## src/rtl/dmem_access_unit.sv

```systemverilog
// DMAR/DMDR register pair with a sequencer for pixel reads and writes to the external image memory.
// Latency: a read accepted on edge N gives done in cycle N+RD_LAT+2; a write gives done in cycle N+2.
// Backpressure: no queueing; requests and register loads are ignored while busy, and requests are ignored in FINISH.
module dmem_access_unit #(
  parameter int DATA_W = 19,
  parameter int ADDR_W = 18,
  parameter int PIX_W  = 8,
  parameter int RD_LAT = 2
) (
  input  logic              clk,
  input  logic              rstn,
  input  logic [DATA_W-1:0] c_bus,
  input  logic              ld_dmar,
  input  logic              ld_dmdr,
  input  logic              inc_dmar,
  input  logic              rd_req,
  input  logic              wr_req,
  output logic              busy,
  output logic              done,
  output logic [DATA_W-1:0] dmar,
  output logic [DATA_W-1:0] dmdr,
  output logic              mem_en,
  output logic              mem_we,
  output logic [ADDR_W-1:0] mem_addr,
  output logic [PIX_W-1:0]  mem_wdata,
  input  logic [PIX_W-1:0]  mem_rdata
);

  localparam logic [2:0] S_IDLE     = 3'd0;
  localparam logic [2:0] S_RD_ISSUE = 3'd1;
  localparam logic [2:0] S_RD_WAIT  = 3'd2;
  localparam logic [2:0] S_WR_ISSUE = 3'd3;
  localparam logic [2:0] S_FINISH   = 3'd4;

  // The wait state runs RD_LAT cycles (counter RD_LAT-1 down to 0), so the
  // capture edge lands exactly RD_LAT edges after the issue edge.
  localparam logic [2:0] CNT_INIT = 3'(RD_LAT - 1);

  logic [2:0]        state_q, state_d;
  logic [2:0]        cnt_q, cnt_d;
  logic [DATA_W-1:0] dmar_q, dmar_d;
  logic [DATA_W-1:0] dmdr_q, dmdr_d;
  logic              regs_open;

  // Loads are only accepted when no transfer holds the address/data stable.
  assign regs_open = (state_q == S_IDLE) || (state_q == S_FINISH);

  // Next-state, latency counter and register-update logic.
  always_comb begin
    state_d = state_q;
    cnt_d   = cnt_q;
    dmar_d  = dmar_q;
    dmdr_d  = dmdr_q;

    if (regs_open) begin
      if (ld_dmar) begin
        dmar_d = c_bus;
      end else if (inc_dmar) begin
        dmar_d = dmar_q + DATA_W'(1);
      end
      if (ld_dmdr) begin
        dmdr_d = c_bus;
      end
    end

    case (state_q)
      S_IDLE: begin
        // Read wins; a simultaneous write is dropped, not deferred.
        if (rd_req) begin
          state_d = S_RD_ISSUE;
        end else if (wr_req) begin
          state_d = S_WR_ISSUE;
        end
      end
      S_RD_ISSUE: begin
        cnt_d   = CNT_INIT;
        state_d = S_RD_WAIT;
      end
      S_RD_WAIT: begin
        if (cnt_q == 3'd0) begin
          dmdr_d  = DATA_W'(mem_rdata);
          state_d = S_FINISH;
        end else begin
          cnt_d = cnt_q - 3'd1;
        end
      end
      S_WR_ISSUE: state_d = S_FINISH;
      S_FINISH:   state_d = S_IDLE;
      default:    state_d = S_IDLE;
    endcase
  end

  // State and register flops; reset aborts any transfer in flight.
  always_ff @(posedge clk or negedge rstn) begin
    if (!rstn) begin
      state_q <= S_IDLE;
      cnt_q   <= 3'd0;
      dmar_q  <= '0;
      dmdr_q  <= '0;
    end else begin
      state_q <= state_d;
      cnt_q   <= cnt_d;
      dmar_q  <= dmar_d;
      dmdr_q  <= dmdr_d;
    end
  end

  assign busy      = (state_q == S_RD_ISSUE) || (state_q == S_RD_WAIT) || (state_q == S_WR_ISSUE);
  assign done      = (state_q == S_FINISH);
  assign mem_en    = (state_q == S_RD_ISSUE) || (state_q == S_WR_ISSUE);
  assign mem_we    = (state_q == S_WR_ISSUE);
  assign dmar      = dmar_q;
  assign dmdr      = dmdr_q;
  assign mem_addr  = dmar_q[ADDR_W-1:0];
  assign mem_wdata = dmdr_q[PIX_W-1:0];

endmodule
```

## config.mk

```make
export PLATFORM = sky130hd
export DESIGN_NAME = dmem_access_unit
export DESIGN_NICKNAME = d
export VERILOG_FILES = /design/src/rtl/dmem_access_unit.sv
export SDC_FILE = /design/constraint.sdc
export NUM_CORES = 1
export LEC_CHECK = 0
export ABC_CLOCK_PERIOD_IN_PS = 1500
export CAP_MARGIN = 20
export CORE_UTILIZATION = 41
export CTS_BUF_LIST = sky130_fd_sc_hd__clkbuf_8
export CTS_CLUSTER_DIAMETER = 40
export DETAILED_ROUTE_END_ITERATION = 16
export PLACE_DENSITY = 0.87
export SYNTH_ARGS = -nofsm -noshare
export SYNTH_HDL_FRONTEND = slang
export SYNTH_SLANG_ARGS = --single-unit
```

## constraint.sdc

```tcl
create_clock -name clk -period 1.5 [get_ports clk]
set_input_delay 0.375 -clock clk [delete_from_list [all_inputs] [get_ports clk]]
set_output_delay 0.375 -clock clk [all_outputs]
set_load 0.03 [all_outputs]
```

==> key figures <==
Global routing
  • First-pass GRT wire length: 12800 µm
  • Largest net degree at the start of global routing: 45
  • All-Layer GR Usage: 25.5%
  • Antenna violations before repair: 0
  • Grt total ovfl: 0
  • Vias in the first global route: 2590

Yosys
  • Mux contribution to synthesized area: 5.46%
  • Synth Area in Adders: 1.45%
  • Cell Area, Synth: 2590 µm²
  • Yosys top cell area share: 42.5%
  • Synth Register Bits: 44
  • Synth Area in Compound Gates: 16.9%
  • Synth Flop Type: dfrtp_1
  • Synth Area in XOR/XNOR: 0.338%
  • Cell taking the most area after synthesis: dfrtp_1
  • Post-synth EDFFs: 0
  • Largest family of logic cells by synthesized area: simple AND/OR/NAND/NOR gates
  • Async SR Flop Fraction: 100%
  • Synth warn: 0
  • Avg Cell Area, Syn: 8.72 µm²
  • Cell variety after synth: 45
  • Syn Inst Count: 297
  • Synth Area in Simple Gates: 22.4%
  • Sequential share of the synthesized area: 42.5%
  • Syn Nets: 334
  • Ranking of synthesized cells by area: dfrtp_1 42%, buf_4 7.5%, nand2_1 6.1%

Die
  • Std cell rows: 28
  • DIE WIDTH: 81.5 µm
  • Die ar.: 6640 µm²
  • Die height: 81.5 µm
  • Core area: 6030 µm²
  • I/O Pins: 102
  • Starting Density: 43.0%

Detailed routing
  • Vias/cell: 6.03
  • Router iterations before antenna repair: 7
  • Starting DRT DRC Count: 345
  • DR vias: 3074
  • Detailed Route WL: 10100 µm
  • Residual DRC: 0
  • DRT antenna net count: 0
  • Avg WL per Cell: 19.9 µm

Power
  • Sw Pwr: 5.13 mW
  • Clock share of power: 8.3%
  • Logic pwr share: 68.2%
  • P per Cell Area: 2300 nW/µm²
  • Static Leak: 1.94 nW
  • Worst IR Drop VDD: 1.38 mV
  • Cell Int Power: 5.02 mW
  • Net Sw Frac: 50.5%
  • Sequential power share: 23.5%
  • Power Total: 10.1 mW

STA
  • FMAX: 0.600 GHz
  • Setup violations, final: 20
  • RSZ-0062 raised after global routing: true
  • Setup tns final: -0.939 ns
  • Tmin final: 1.67 ns
  • Slew Viols, Final: 0
  • Fin. Hold Viols: 0
  • Slew @ Worst Pin: 0.348 ns
  • Rel. slew slack: 76.7%
  • Skew final: 0.0122 ns
  • Setup ws final: -0.167 ns
  • Final critical-path share of the clock period: 111%

Final layout
  • Register area: 1120 µm²
  • Fin nets: 471
  • Antenna fix cells: 0
  • Most frequent cells in the layout: 70 x buf_4, 35 x nand2_1, 30 x clkdlybuf4s50_1, 28 x dfrtp_1, 19 x clkdlybuf4s15_1
  • Final design instance area without fill: 4410 µm²
  • Layout cell share with drive strength beyond 1: 44.6%
  • Area growth from synthesis to layout: 70.3%
  • Multi-input logic area: 1540 µm²
  • Most common cell after layout, fill and taps aside: buf_4
  • Fillers: 434

Clocking
  • Hold buffers post-CTS: 0
  • CTS tree: yes
  • Worst skew pair latency: 0.31 ns
  • Clock sink count: 44
  • CTS Buf Count: 5
  • Clock slew at reported path FFs: 0.10 ns
  • CTS Buffer Depth: 2
  • H-tree depth: 2
  • Clock Tree Root: clkbuf_8

Place
  • Detailed Place HPWL: 6080 µm
  • Final Wtd Congestion: 0.910
  • Number of port buffers: 101
  • Post-Place Setup Slack: -0.336 ns
  • Placed instance area: 3830 µm²

Critical path
  • CP Launch Type: flip-flop
  • CP max FO: 5
  • Req. time, crit path: 1.12 ns
  • Crit path DAT: 1.29 ns
  • Crit end category: output pin
  • Setup Crit Path Kind: reg2out

Status
  • Failing checks: setup timing
  • Status: complete, but fails checks

Job
  • Max Cap Viol: 0

Worst hold path
  • Hold Path Class: in2async
layout make-up:
cell class,count,share of cell area (%)
clock buffer,6,1.87
clock inverter,2,0.340
inverter,5,0.425
multi-input combinational,207,34.9
sequential,44,25.4
tap,75,2.13
timing repair buffer,171,34.9
routing by layer:
layer	up-vias	part of all wire (%)	routed length [µm]	GRT usage, %
met1	1503	38	3830	34.8
li1	1324	-	-	-
met2	215	52	5270	40.9
met3	32	8.2	836	4.11
met4	0	2.0	201	8.39
met5	-	0	0	0
power by group through the flow:
stage               sequential [mW]  combinational (mW)  clock (mW)
floorplan                      3.29                2.75           0
global placement               2.29                5.95           0
detailed placement             2.31                6.07           0
CTS                            2.28                5.86       0.829
global route                   2.45                7.25       0.890
finish                         2.38                6.92       0.838
Yosys cell counts (all sizes together), types with 2 or more instances:
| master | count |
|---|---|
| nor4 | 6 |
| a211oi | 2 |
| nor3b | 2 |
| nor3 | 9 |
| a32oi | 3 |
| nand2 | 43 |
| nor2b | 3 |
| nor2 | 17 |
| nand3 | 11 |
| and4 | 3 |
| mux2i | 13 |
| and2 | 5 |
| o21ai | 25 |
| buf | 34 |
| dfrtp | 44 |
| or3 | 2 |
| a221oi | 2 |
| o32ai | 2 |
| o31ai | 2 |
| nand4 | 8 |
| clkbuf | 7 |
| a22oi | 3 |
| o22ai | 6 |
| and3 | 3 |
| a21oi | 22 |
| ha | 3 |
| inv | 5 |
metrics by stage:
| step | utilization (%) | hold WS, ns | cells |
|---|---|---|---|
| 3_5_place_dp | 63.5 | 0.372 | 483 |
| 2_1_floorplan | - | 0.0794 | 297 |
| 5_1_grt | 73.2 | 0.0407 | 510 |
| 3_3_place_gp | 63.5 | 0.370 | 483 |
| 4_1_cts | 65.8 | 0.0367 | 495 |
| 6_report | 73.2 | 0.0252 | 510 |
flip-flops by register name (all words and copies together), names as in the netlist:
name	cells
dmar	19
cnt_q	3
state_q	3
dmdr	19
what timing repair did:
item | CTS | global route
pin swaps | 3 | 21
gates resized for setup | 78 | 126
gates cloned | 0 | 5
endpoints found under the setup margin | 60 | 60
endpoints found under the hold margin | 0 | 0
setup buffers | 4 | 11
logic make-up after synthesis:
family,after synthesis
AO/OA/AOI/OAI,73
buffers and inverters,46
AND/OR/NAND/NOR,116
flip-flops,44
adder cells (fa/ha/maj),3
XOR/XNOR,1
multiplexers,14
final timing paths:
kind	from	endpoint	slack, ns	cells after the start
min reg2reg	cnt_q[0]$_DFFE_PN0P_	cnt_q[0]$_DFFE_PN0P_	0.51	1
min	rstn	state_q[0]$_DFFE_PN0P_	0.03	2
min in group clk	cnt_q[0]$_DFFE_PN0P_	cnt_q[0]$_DFFE_PN0P_	0.51	1
max in group asynchronous	rstn	dmar[2]$_DFFE_PN0P_	1.22	2
max	state_q[2]$_DFFE_PN0P_	mem_we	-0.17	4
max reg2reg	state_q[0]$_DFFE_PN0P_	dmar[17]$_DFFE_PN0P_	-0.08	4
critical path: stages (launching register included):
cell     delay, ns
dfrtp_1       0.43
buf_6         0.15
nor2b_4       0.14
and2_4        0.15
buf_6         0.12
Power figures use the tool's default switching activity.
